===== config.mk =====
export PLATFORM = sky130hd
export DESIGN_NAME = bnn_stream_popcount
export DESIGN_NICKNAME = d
export VERILOG_FILES = /design/src/rtl/bnn_stream_popcount.sv
export SDC_FILE = /design/constraint.sdc
export NUM_CORES = 1
export LEC_CHECK = 0
export ABC_AREA = 1
export BUFFER_PORTS_ARGS = -buffer_cell sky130_fd_sc_hd__buf_4
export CORE_MARGIN = 1
export CORE_UTILIZATION = 35
export DETAILED_ROUTE_END_ITERATION = 10
export PLACE_DENSITY = 0.52
export SLEW_MARGIN = 20
export SYNTH_ARGS = -nofsm -noshare
export SYNTH_HDL_FRONTEND = slang
export SYNTH_SLANG_ARGS = --single-unit

===== constraint.sdc =====
create_clock -name clk -period 27 [get_ports clk]
set_input_delay 4.05 -clock clk [delete_from_list [all_inputs] [get_ports clk]]
set_output_delay 4.05 -clock clk [all_outputs]
set_load 0.1 [all_outputs]

===== src/rtl/bnn_stream_popcount.sv =====
// Streaming BNN dot-product: accumulates XNOR popcounts over an N-bit vector split
// into XLEN-bit words, then emits the signed score 2*popcount-N or a thresholded bit.
module bnn_stream_popcount #(
    parameter int XLEN  = 32,
    parameter int CNT_W = 16
) (
    input  logic            clk,
    input  logic            reset,
    input  logic            cfg_ms_we,
    input  logic            cfg_at_we,
    input  logic [XLEN-1:0] cfg_wdata,
    input  logic            en_threshold,
    input  logic            in_valid,
    output logic            in_ready,
    input  logic [XLEN-1:0] in_data,
    output logic            out_valid,
    input  logic            out_ready,
    output logic [XLEN-1:0] out_data,
    output logic            busy
);

    typedef enum logic [1:0] {
        IDLE  = 2'd0,
        ACCUM = 2'd1,
        DONE  = 2'd2
    } state_t;

    state_t                  state;
    logic [CNT_W-1:0]        matrix_size;
    logic signed [XLEN-1:0]  act_threshold;
    logic [CNT_W-1:0]        acc;
    logic [CNT_W-1:0]        remaining;
    logic                    mode_act;

    logic                    accept;
    logic [CNT_W-1:0]        rem_cur;
    logic [CNT_W-1:0]        k;
    logic [CNT_W-1:0]        pop;
    logic [CNT_W-1:0]        acc_next;
    logic [CNT_W-1:0]        rem_next;
    logic                    mode_cur;
    logic signed [CNT_W+1:0] score;
    logic signed [XLEN-1:0]  score_ext;
    logic [XLEN-1:0]         result;
    logic                    ms_legal;

    assign in_ready  = (state != DONE);
    assign out_valid = (state == DONE);
    assign busy      = (state != IDLE);
    assign accept    = in_valid & in_ready;

    // The first word of a vector starts from a fresh count of N and the live mode input.
    assign rem_cur  = (state == IDLE) ? matrix_size : remaining;
    assign mode_cur = (state == IDLE) ? en_threshold : mode_act;
    assign k        = (rem_cur > CNT_W'(XLEN)) ? CNT_W'(XLEN) : rem_cur;

    // NOTE: every always_comb output gets a default first so no latch can be inferred.
    always_comb begin
        pop = '0;
        for (int i = 0; i < XLEN; i++) begin
            if (CNT_W'(i) < k)
                pop = pop + {{(CNT_W-1){1'b0}}, ~in_data[i]};
        end
    end

    assign acc_next  = ((state == IDLE) ? '0 : acc) + pop;
    assign rem_next  = rem_cur - k;
    assign score     = $signed({1'b0, acc_next, 1'b0}) - $signed({2'b00, matrix_size});
    assign score_ext = {{(XLEN-CNT_W-2){score[CNT_W+1]}}, score};
    assign result    = mode_cur ? {{(XLEN-1){1'b0}}, (score_ext >= act_threshold)}
                                : score_ext;
    assign ms_legal  = (cfg_wdata[XLEN-1:CNT_W] == '0) && (cfg_wdata[CNT_W-1:0] != '0);

    // NOTE: sequential state uses non-blocking assignments so all registers update together.
    always_ff @(posedge clk or posedge reset) begin
        if (reset) begin
            state         <= IDLE;
            matrix_size   <= CNT_W'(9);
            act_threshold <= '0;
            acc           <= '0;
            remaining     <= CNT_W'(9);
            mode_act      <= 1'b0;
            out_data      <= '0;
        end else begin
            case (state)
                IDLE: begin
                    if (accept) begin
                        mode_act  <= en_threshold;
                        acc       <= acc_next;
                        remaining <= rem_next;
                        if (rem_next == '0) begin
                            state    <= DONE;
                            out_data <= result;
                        end else begin
                            state <= ACCUM;
                        end
                    end else if (cfg_ms_we) begin
                        if (ms_legal)
                            matrix_size <= cfg_wdata[CNT_W-1:0];
                    end else if (cfg_at_we) begin
                        act_threshold <= cfg_wdata;
                    end
                end
                ACCUM: begin
                    if (accept) begin
                        acc       <= acc_next;
                        remaining <= rem_next;
                        if (rem_next == '0) begin
                            state    <= DONE;
                            out_data <= result;
                        end
                    end
                end
                DONE: begin
                    if (out_ready) begin
                        state    <= IDLE;
                        acc      <= '0;
                        out_data <= '0;
                    end
                end
                default: state <= IDLE;
            endcase
        end
    end

endmodule


# ---- Yosys cells after proc, flatten, opt, wreduce, memory -nomap -nowiden
# Index checks and enable logic that the tools add are counted.
dict set report word_totals {
  regBits 115
  in_bits 71
  output_inout_bits 35
  wordCells 184
}
dict set report op_classes {
  addsub 34
  n_lt_le_gt_ge 34
  eq_ne 9
  mux 50
  bitwise 35
  n_reduce_logical 15
}
# operator n
set ops {}
lappend ops {{$mux W16} 36}
lappend ops {{$add A16 B1 Y16} 31}
lappend ops {{$lt A5 B16 Y1 const A} 16}
lappend ops {{$lt A4 B16 Y1 const A} 8}
lappend ops {{$mux W32} 4}
lappend ops {{$lt A3 B16 Y1 const A} 4}
lappend ops {{$pmux W32 S2} 1}
lappend ops {{$not A1 Y1} 34}
lappend ops {{$ge A18 B32 Y1} 1}
lappend ops {{$logic_not A16 Y1} 2}
lappend ops {{$lt A1 B16 Y1 const A} 2}
lappend ops {{$lt A2 B16 Y1 const A} 2}
lappend ops {{$pmux W16 S2} 1}
lappend ops {{$sub A17 B16 Y18} 1}
lappend ops {{$add A16 B16 Y16} 1}
lappend ops {{$gt A16 B6 Y1 const B} 1}
lappend ops {{$reduce_and A4 Y1} 4}
lappend ops {{$reduce_bool A16 Y1} 1}
lappend ops {{$sub A16 B16 Y16} 1}
lappend ops {{$mux W2} 5}
lappend ops {{$ne A2 B2 Y1 const B} 4}
lappend ops {{$ne A2 B1 Y1 const B} 3}
lappend ops {{$pmux W2 S3} 1}
lappend ops {{$reduce_and A2 Y1} 2}
lappend ops {{9 further kinds} 11}

# ---- Longest topological paths before layout
# Gate-level depths: netlist of the first run.
dict set report depth {
  word_depth 75
  ltp_mapped 151
  depth_no_buf 150
}

# ---- Worst setup path before layout of the first run
# Ideal clock, no wire load.
dict set report synth_timing {
  kind {in2reg}
  startpoint {input port in_data[0]}
  endpoint {register out_data[0]}
  setup_time_ns 0.096
  arrival_ns 23.837
  t_required_ns 26.904
  setup_slack_ns 3.067
  cell_stages 135
  n_path_buf 0
  cell_sequence {inv_1 o21ai_0 inv_1 ha_1 nand2_1 o21ai_0 ha_1 nand2_1 nand2_1 ha_1 nor2_1 a31oi_1 ha_1 ha_1 nand2_1 nand2_1 ha_1 or2_1 [... 99 more ...] nand2_1 nand2_1 a21oi_1 nor2_1 inv_1 nand3_1 inv_1 ha_1 a21oi_1 nor2_1 a211oi_1 o221ai_1 a21oi_1 o21ai_0 xor2_1 o311ai_0 o21ai_0 o31ai_1}
}
dict set report synth_between {
  elab_chain_cells 71
}
# element line_no
set synth_rtl {}
lappend synth_rtl {{from (decl)} 15} ;# input logic [XLEN-1:0] in_data,
lappend synth_rtl {{$not A1 Y1 (*)} 62} ;# pop = pop + {{(CNT_W-1){1'b0}}, ~in_data[i]};
lappend synth_rtl {{$mux W1 (*)} 61} ;# if (CNT_W'(i) < k)
lappend synth_rtl {{$add A16 B1 Y16} 62}
lappend synth_rtl {{$mux W16 (*)} 61}
lappend synth_rtl {{$add A16 B1 Y16} 62}
lappend synth_rtl {{$mux W16 (*)} 61}
lappend synth_rtl {{$add A16 B1 Y16} 62}
lappend synth_rtl {{$mux W16 (*)} 61}
lappend synth_rtl {{[... 55 more ...]} n/a}
lappend synth_rtl {{$mux W16 (*)} 61}
lappend synth_rtl {{$add A16 B16 Y16 (*)} 66} ;# assign acc_next = ((state == IDLE) ? '0 : acc) + pop;
lappend synth_rtl {{$sub A17 B16 Y18 (*)} 68} ;# assign score = $signed({1'b0, acc_next, 1'b0}) - $signed({2'b00, matrix_size});
lappend synth_rtl {{$ge A18 B32 Y1 (*)} 70} ;# assign result = mode_cur ? {{(XLEN-1){1'b0}}, (score_ext >= act_threshold)}
lappend synth_rtl {{$mux W32 (*)} 70}
lappend synth_rtl {{$mux W32 (*)} {91, 108}}
lappend synth_rtl {{$mux W32 (*)} 87} ;# if (accept) begin
lappend synth_rtl {{$pmux W32 S2 (*)} 85} ;# case (state)
lappend synth_rtl {{to (signal assigned)} 93} ;# out_data <= result;
lappend synth_rtl {{to (signal assigned)} 110} ;# out_data <= result;
lappend synth_rtl {{to (decl)} 18} ;# output logic [XLEN-1:0] out_data,
# Mark *: on every way between the ends. The rest lies on a longest branch, timed or not. The select of a mux whose other input is x is not followed.
# A chain may end at the register's enable or synchronous reset.

# ---- Worst setup path after layout of the first run
# Ends and elaborated chain as after synthesis.

==> results of run 1 <==
-- cells by family (layout without fill, tap and decap cells) --
logic type,after synthesis,count (layout),share of synthesized area (%)
simple gates,1249,1249,46.1
mux,1,1,0.0792
other cells,2,6,0.0528
compound gates,252,252,9.91
fa+ha+maj,125,125,11.1
buf+inv,445,537,12.6
flops,101,101,17.8
xor+xnor,38,38,2.34
-- per-stage QoR --
step	setup WS [ps]	utilization (%)	hold WS [ps]
6_report	1790	39.7	487
5_1_grt	-23.7	39.7	507
4_1_cts	1200	39.5	493
3_5_place_dp	825	38.8	472
3_3_place_gp	1360	38.8	463
2_1_floorplan	3070	-	449
-- synth_stat cells, drive strengths merged --
master | count | share of area, %
nand2 | 679 | 22
inv | 396 | 10
nand3 | 247 | 13
nor2 | 244 | 7.8
o21ai | 141 | 5.2
ha | 123 | 11
dfrtp | 97 | 17
a21oi | 60 | 2.1
xor2 | 32 | 2.0
nand4 | 29 | 1.5
clkbuf | 23 | 0.70
buf | 19 | 1.2
nand3b | 19 | 1.0
a31oi | 13 | 0.57
nor3 | 12 | 0.42
o22ai | 10 | 0.44
o21bai | 8 | 0.42
or2 | 8 | 0.35
clkinv | 7 | 0.19
nor4 | 7 | 0.31
xnor2 | 6 | 0.37
dfstp | 4 | 0.74
o21a | 4 | 0.21
o31ai | 4 | 0.21
and2 | 3 | 0.13
o211ai | 3 | 0.16
a211oi | 2 | 0.11
conb | 2 | 0.053
fa | 2 | 0.28
o221ai | 2 | 0.12
o41ai | 2 | 0.12
a21o | 1 | 0.053
mux2 | 1 | 0.079
o311ai | 1 | 0.062
o32ai | 1 | 0.062
or3 | 1 | 0.044
-- sequential cells by signal, indices dropped and copies added (netlist names) --
register,flops
matrix_size,16
acc,16
state,2
mode_act,1
act_threshold,32
remaining,16
out_data,18
-- worst register-to-register path, delay by kind of cell, from the launching register on --
| family | cells | cell delay [ps] |
|---|---|---|
| fa+ha+maj | 33 | 9450 |
| simple gates | 64 | 7600 |
| compound gates | 28 | 4240 |
| buf+inv | 16 | 1500 |
| flops | 1 | 460 |
| xor+xnor | 2 | 380 |
-- path summary, 6_finish.rpt --
kind,start,endpoint
max,in_data[0],out_data[0]$_DFFE_PP0P_
min,act_threshold[20]$_DFFE_PP0P_,act_threshold[20]$_DFFE_PP0P_
max reg2reg,state[0]$_DFFE_PP0P_,out_data[0]$_DFFE_PP0P_
min reg2reg,act_threshold[20]$_DFFE_PP0P_,act_threshold[20]$_DFFE_PP0P_
max in group asynchronous,reset,act_threshold[5]$_DFFE_PP0P_
min in group asynchronous,reset,act_threshold[24]$_DFFE_PP0P_
-- layer usage --
layer | GRT usage (%) | up-vias | wire [µm]
met1 | 24.3 | 5956 | 17800
met5 | 0 | - | 0
met4 | 5.05 | 0 | 720
met2 | 30.4 | 178 | 16600
li1 | - | 7218 | -
met3 | 1.37 | 26 | 859
-- cell type report --
class / count / area [µm²]
Fill cell: 4222 / 24100
Multi-Input combinational cell: 1671 / 9980
Sequential cell: 101 / 2530
Inverter: 403 / 1520
Timing Repair Buffer: 117 / 878
Tap cell: 525 / 657
Clock buffer: 9 / 225
Clock inverter: 7 / 65.1
Timing Repair inverter: 1 / 7.51
-- cell usage in the layout, fill, tap and decap left out, drive strengths merged --
cell type,count
a211oi,2
a21o,1
a21oi,60
a31oi,13
and2,3
buf,117
clkbuf,9
clkinv,10
clkinvlp,2
conb,6
dfrtp,97
dfstp,4
fa,2
ha,123
inv,399
mux2,1
nand2,679
nand3,247
nand3b,19
nand4,29
nor2,244
nor3,12
nor4,7
o211ai,3
o21a,4
o21ai,141
o21bai,8
o221ai,2
o22ai,10
o311ai,1
o31ai,4
o32ai,1
o41ai,2
or2,8
or3,1
xnor2,6
xor2,32
-- timing repair --
action                     in CTS  in global routing
resized for setup               0                 16
setup buffers                   0                  5
setup endpoints to repair       0                  1
hold buffers                    0                  0
==> flow_summary.json, run 1 <==
{
  "outcome": "finished, final reports clean",
  "vias_per_cell": 4.72,
  "slew_violations": 0,
  "clk_latency_ps": 370,
  "drv_cap": 0,
  "required_ps": 27270,
  "grt_first_pass_wirelength_mm": 61.4,
  "grt_max_degree": 65,
  "diodes": 0,
  "dp.cells": 2812,
  "cts_root_buf": "clkbuf_16",
  "ys_seq_elements": 101,
  "die_w_um": 204,
  "clock_skew_ps": 12.3,
  "path_class": "input pin to register",
  "critPathSlowestCell": "ha_1",
  "cp_num_cells": 136,
  "r2r_slack_ps": 3270,
  "io_buffers": 105,
  "whs_path_depth": 2,
  "numCtsBuffers": 9,
  "setup-violations-final": 0,
  "critPathLaunchType": "input pin",
  "first_iter_violations": 534,
  "tns_ps": 0,
  "areaGrowthSynthToFinish_pct": 11.6,
  "place_area_um2": 15500,
  "fin_crit_ps": 25210,
  "fin_area_um2": 15900,
  "worst_path_largest_cell_delay_ps": 350,
  "ys_warn_count": 0,
  "cts_buffer_depth": 2,
  "dieArea_um2": 41400,
  "numClockSinks": 101,
  "seq_area_frac_synth_pct": 17.8,
  "critical_path_buf_inv_count": 16,
  "setup.worst_path.end_class": "register",
  "antenna_left": 0,
  "place_hpwl_mm": 29.7,
  "path_max_fanout": 5,
  "critical_path_arrival_ps": 25470,
  "slew-limit-headroom_pct": 40.9,
  "synth.distinct_cells": 56,
  "vias": 13400,
  "avgSynthCellArea_um2": 6.42,
  "drc_errors": 0,
  "die_y_um": 204,
  "syn_area_um2": 14200,
  "hold_viol": 0,
  "h-tree-depth": 3,
  "drt_wl_total_mm": 36.0,
  "path_common_cell": "nand2_1",
  "cts_tree": "yes",
  "io_pins": 106,
  "globalplace.congestion": 0.855,
  "core_area_um2": 39900,
  "hold_path.class": "register to register",
  "antenna_found_initial": 0,
  "start_util_pct": 35.6,
  "tightest_slew_ps": 881,
  "fmax_mhz": 39.7,
  "cpLargestDelayFamily": "adder cells",
  "synth_cells": 2213,
  "nets": 2500,
  "reg2reg_depth": 143,
  "overflow": 0,
  "grt_pass1_vias": 13000,
  "path_clk_slew_ps": 80,
  "drive_gt1_share_pct": 21.8,
  "wl_per_cell_um": 12.7,
  "track_usage_pct": 17.9,
  "drtPass1Iterations": 5,
  "fin_cells": 2834,
  "fp-row-count": 73,
  "finalCritPeriodShare_pct": 93.4
}
Power of run 1 is not shown: default switching activity piles up to over one toggle a cycle in this logic, so the estimate is an artifact.
==> run 2: changes to the inputs <==
--- a/config.mk
+++ b/config.mk
@@ -10,7 +10,7 @@
 export CORE_MARGIN = 1
 export CORE_UTILIZATION = 35
 export DETAILED_ROUTE_END_ITERATION = 10
-export PLACE_DENSITY = 0.52
+export PLACE_DENSITY = 0.54
 export SLEW_MARGIN = 20
 export SYNTH_ARGS = -nofsm -noshare
 export SYNTH_HDL_FRONTEND = slang
==> constraint.sdc (replaced) <==
create_clock -name clk -period 21.2 [get_ports clk]
set_input_delay 3.18 -clock clk [delete_from_list [all_inputs] [get_ports clk]]
set_output_delay 3.18 -clock clk [all_outputs]
set_load 0.1 [all_outputs]
==> run 2 against run 1 <==
The run now ends with negative setup slack left; critical path depth increased by 1; clock-buffer cell count stayed put; sequential share of layout area fell by 3.5 points; die area did not move; utilization grew 11 points; first-iteration DRC count up 6.0%; non-clock buffer count grew 289; worst hold slack better by 1.6 ps; clock skew hardly changed; flip-flop and latch count did not move; critical path type unchanged; critical endpoint unchanged; highest routed layer unchanged.
==> flow_summary.json, run 2 (synthesized netlist as in run 1, its figures left out) <==
{
  "outcome": "finished, violations left",
  "violations": "negative setup slack",
  "largest_register": "act_threshold",
  "cpLargestDelayFamily": "adder cells",
  "slew-limit-headroom_pct": 29.0,
  "setup.worst_path.end_class": "register",
  "place_hpwl_mm": 30.9,
  "antenna_left": 0,
  "required_ps": 21440,
  "io_buffers": 105,
  "cts_root_buf": "clkbuf_16",
  "clock_skew_ps": 12.6,
  "drt_wl_total_mm": 41.2,
  "io_pins": 106,
  "path_common_cell": "ha_4",
  "grt_pass1_vias": 14200,
  "hold_path.class": "register to register",
  "fin_util_pct": 50.8,
  "grt_first_pass_wirelength_mm": 65.4,
  "largest_reg_flops": 32,
  "drv_cap": 0,
  "critPathSlowestCell": "ha_1",
  "fmax_mhz": 45.4,
  "path_class": "input pin to register",
  "track_usage_pct": 18.9,
  "fp-row-count": 73,
  "grt_max_degree": 65,
  "die_w_um": 204,
  "clk_latency_ps": 360,
  "areaGrowthSynthToFinish_pct": 42.6,
  "diodes": 0,
  "first_iter_violations": 566,
  "cts_buffer_depth": 2,
  "core_area_um2": 39900,
  "path_max_fanout": 4,
  "worst_path_largest_cell_delay_ps": 310,
  "drtPass1Iterations": 4,
  "antenna_found_initial": 0,
  "vias": 14800,
  "layout_setup_ws_ps": -811,
  "setup-violations-final": 1,
  "slew_violations": 0,
  "start_util_pct": 35.6,
  "critical_path_arrival_ps": 22250,
  "drc_errors": 0,
  "path_clk_slew_ps": 80,
  "numClockSinks": 101,
  "hold_viol": 0,
  "fin_crit_ps": 22010,
  "top_regs": "act_threshold x32, out_data x18",
  "dieArea_um2": 41400,
  "globalplace.congestion": 0.862,
  "hold_buffers": 0,
  "drive_gt1_share_pct": 41.8,
  "vias_per_cell": 4.75,
  "final_cell_mix": "419 x nand2_1, 395 x buf_4, 356 x inv_1",
  "critPathLaunchType": "input pin",
  "nets": 2789,
  "cts_tree": "yes",
  "final_common_cell": "nand2_1",
  "numCtsBuffers": 9,
  "overflow": 0,
  "tightest_slew_ps": 1050,
  "rsz0062_at_grt": "true",
  "die_y_um": 204,
  "critical_path_buf_inv_count": 13,
  "wl_per_cell_um": 13.2,
  "h-tree-depth": 3,
  "r2r_slack_ps": 410,
  "finalCritPeriodShare_pct": 104
}
## run 2: cell types whose count changed in the layout (fill, tap and decap cells not counted), moves of 16 or more
cell	change
buf_4	+278
nand2_1	-88
ha_1	-58
ha_4	+55
nand2_2	+48
nand2_4	+40
nor2_1	-34
nand3_1	-28
nor2_4	+25
inv_1	-23
a21oi_1	-19
inv_2	+19
o21ai_0	-16
## run 2: routing by layer
layer  up-vias  GRT usage (%)  wire length [µm]
li1       7782              -                 -
met1      6800           25.0             19300
met2       201           33.8             20500
met3        39           1.12               838
met4         0           3.73               571
met5         -              0                 0
## run 2: final timing paths
check	start	end	cells past startpoint
setup / recovery	in_data[0]	out_data[0]$_DFFE_PP0P_	137
hold / removal	act_threshold[31]$_DFFE_PP0P_	act_threshold[31]$_DFFE_PP0P_	2
setup reg to reg	state[0]$_DFFE_PP0P_	out_data[0]$_DFFE_PP0P_	144
hold reg to reg	act_threshold[31]$_DFFE_PP0P_	act_threshold[31]$_DFFE_PP0P_	2
max in group asynchronous	reset	act_threshold[8]$_DFFE_PP0P_	3
min in group asynchronous	reset	act_threshold[25]$_DFFE_PP0P_	2
## run 2: tightest hold or removal path, stage by stage (launching register included)
cell and delay, ps:
dfrtp_1 350, nand2_1 50, o21ai_0 60
## run 2: what timing repair did
item / 4_1_cts / 5_1_grt
pin swaps: 107 / 201
buffers inserted: 89 / 30
hold endpoints to repair: 0 / 0
gates cloned: 1 / 0
setup endpoints to repair: 6 / 22
resized for setup: 64 / 352
## run 2: per-stage QoR
stage / std cells / setup slack, ps / TNS (ps) / instance area, µm² / hold WS [ps]
2_1_floorplan: 2217 / -462 / -462 / 14400 / 449
3_3_place_gp: 3002 / -1390 / -1770 / 17100 / 461
3_5_place_dp: 3002 / -1950 / -4200 / 17100 / 473
4_1_cts: 3097 / -1060 / -1060 / 18300 / 493
5_1_grt: 3123 / -1710 / -2840 / 20300 / 501
6_report: 3123 / -811 / -811 / 20300 / 489
## run 2: cell type report
cell class	count	area (µm²)
multi-input combinational	1671	12100
timing repair inverter	1	6.26
clock inverter	7	90.1
sequential	101	2530
tap	525	657
inverter	403	1540
fill	3862	19600
clock buffer	9	225
timing repair buffer	406	3100
Power of run 2 is left out for the same reason.
==> run 3: changes to the inputs <==
--- a/config.mk
+++ b/config.mk
@@ -5,7 +5,6 @@
 export SDC_FILE = /design/constraint.sdc
 export NUM_CORES = 1
 export LEC_CHECK = 0
-export ABC_AREA = 1
 export BUFFER_PORTS_ARGS = -buffer_cell sky130_fd_sc_hd__buf_4
 export CORE_MARGIN = 1
 export CORE_UTILIZATION = 35
==> run 3 against run 2 <==
The run still ends with negative setup slack left; critical path depth decreased by 14; synthesized cell count decreased by 28%; utilization up 0.93 points; flip-flop and latch count unchanged.
==> flow_summary.json, run 3 <==
{
  "outcome": "finished, violations left",
  "violations": "negative setup slack",
  "cts_tree": "yes",
  "whs_path_depth": 2,
  "yosysMostFrequentCell": "nand2_1",
  "antenna_left": 0,
  "synth.distinct_cells": 105,
  "cts_buffer_depth": 2,
  "fp-row-count": 70,
  "fin_hold_ws_ps": 482,
  "numCtsBuffers": 9,
  "grt_max_degree": 73,
  "nets": 2239,
  "drt_wl_total_mm": 42.1,
  "synth.area.top_cells": "dfrtp_1 19%, ha_1 12%, xnor2_1 5.1%",
  "numClockSinks": 101,
  "ys_warn_count": 0,
  "setup-violations-final": 11,
  "dieArea_um2": 38300,
  "tightest_slew_ps": 1060,
  "path_class": "input pin to register",
  "r2r-end": "out_data[0]$_DFFE_PP0P_",
  "diodes": 0,
  "die_y_um": 196,
  "clock_skew_ps": 9.97,
  "die_w_um": 196,
  "synth_cells": 1594,
  "synthFlopType": "dfrtp_1",
  "path_max_fanout": 5,
  "drtPass1Iterations": 5,
  "globalplace.congestion": 0.916,
  "overflow": 0,
  "cts_root_buf": "clkbuf_16",
  "layout_setup_ws_ps": -2130,
  "synth_edf_count": 0,
  "start_util_pct": 35.7,
  "slew-limit-headroom_pct": 29.1,
  "r2r_slack_ps": -1280,
  "avgSynthCellArea_um2": 8.23,
  "synth_top_cell_by_area": "dfrtp_1",
  "fillers": 3439,
  "hold_path.startpoint": "acc[15]$_DFFE_PP0P_",
  "path_common_cell": "ha_4",
  "worst_path_largest_cell_delay_ps": 420,
  "critical_path_arrival_ps": 23570,
  "reg2reg_depth": 129,
  "fmax_mhz": 42.9,
  "fin_crit_ps": 23330,
  "h-tree-depth": 3,
  "drv_cap": 0,
  "largest_reg_flops": 32,
  "io_buffers": 105,
  "path_clk_slew_ps": 70,
  "wl_per_cell_um": 16.7,
  "grt_pass1_vias": 13400,
  "grt_first_pass_wirelength_mm": 68.3,
  "slew_violations": 0,
  "setup.worst_path.end_class": "register",
  "io_pins": 106,
  "critPathLaunchType": "input pin",
  "r2r_start": "state[0]$_DFFE_PP0P_",
  "hold_viol": 0,
  "core_area_um2": 36800,
  "finalCritPeriodShare_pct": 110,
  "ys_seq_elements": 101,
  "track_usage_pct": 22.0,
  "async_flop_share_pct": 100,
  "place_hpwl_mm": 32.8,
  "antenna_found_initial": 0,
  "synth_commonest_cells": "163 x nand2_1, 125 x inv_1, 123 x ha_1",
  "areaGrowthSynthToFinish_pct": 45.1,
  "largest_register": "act_threshold",
  "seq_area_frac_synth_pct": 19.3,
  "synth_top_area_share_pct": 18.5,
  "hold_path.class": "register to register",
  "vias": 13300,
  "required_ps": 21440,
  "whs_endpoint": "acc[15]$_DFFE_PP0P_",
  "first_iter_violations": 587,
  "syn_area_um2": 13100,
  "drc_errors": 0,
  "critPathSlowestCell": "or3_4",
  "drive_gt1_share_pct": 39.1,
  "vias_per_cell": 5.30,
  "top_regs": "act_threshold x32, out_data x18",
  "rsz0062_at_grt": "true",
  "final_cell_mix": "463 x buf_4, 150 x nand2_1, 114 x inv_1",
  "clk_latency_ps": 350,
  "final_common_cell": "buf_4"
}
## run 3: cell types whose count changed after synthesis, sizes merged, moves of 30 or more
cell   previous run  this run
a22o              0        35
mux2              1        58
xor2             32        64
inv             396       126
nand2           679       163
xnor2             6        84
o21ai           141       111
nor2            244       102
nand3           247        39
## run 3: metal layers
metal / up-vias / part of all wire (%) / track usage, %
met3: 44 / 2.7 / 1.23
met1: 6406 / 46 / 28.4
met2: 247 / 49 / 39.7
met4: 0 / 1.9 / 5.66
met5: - / 0 / 0
li1: 6649 / - / -
## run 3: cell families after synthesis
family / after synthesis / share of synthesized area (%)
AO/OA/AOI/OAI: 389 / 20.1
buffers and inverters: 179 / 5.55
XOR/XNOR: 169 / 14.2
multiplexers: 78 / 6.51
flip-flops: 101 / 19.3
adder cells (fa/ha/maj): 130 / 12.4
other: 2 / 0.0573
AND/OR/NAND/NOR: 546 / 21.9
## run 3: layout make-up
type                       instances  area (µm²)  share of cell area, %
timing repair buffer             487        3760                   19.8
multi-input combinational       1318       11400                   59.7
clock inverter                     7        96.3                  0.506
tap                              468         586                   3.08
sequential                       101        2530                   13.3
inverter                         126         475                   2.50
clock buffer                       9         225                   1.18
## run 3: worst max-delay path by stage
stage | endpoint | start | slack [ps]
finish | out_data[0]$_DFFE_PP0P_ | in_data[0] | -2130
global route | out_data[0]$_DFFE_PP0P_ | in_data[0] | -3250
CTS | out_data[0]$_DFFE_PP0P_ | in_data[0] | -2070
detailed placement | out_data[0]$_DFFE_PP0P_ | in_data[0] | -3190
global placement | out_data[0]$_DFFE_PP0P_ | in_data[0] | -2830
floorplan | out_data[0]$_DFFE_PP0P_ | in_data[0] | -1910
## run 3: worst max-delay path: cells and delay by family
family          cells  cell delay [ps]
compound gates     38             4920
xor+xnor            5              830
fa+ha+maj          33             8360
simple gates       29             2970
mux                 8             2060
buf+inv            10             1170
## run 3: repair_timing
item / CTS / global route
hold buffers: 0 / 0
buffers inserted: 56 / 23
endpoints found under the setup margin: 18 / 26
pin swaps: 119 / 91
resized for setup: 118 / 92
## run 3: metrics by stage
stage / worst slack, ps / area (µm²) / std cells / TNS (ps) / util [%]
2_1_floorplan: -1910 / 13500 / 1598 / -3170 / -
3_3_place_gp: -2830 / 17100 / 2438 / -14950 / 46.4
4_1_cts: -2070 / 18400 / 2500 / -5980 / 50.0
5_1_grt: -3250 / 19000 / 2516 / -22100 / 51.7
3_5_place_dp: -3190 / 17100 / 2438 / -20230 / 46.4
6_report: -2130 / 19000 / 2516 / -6730 / 51.7
Power of run 3 is left out for the same reason.
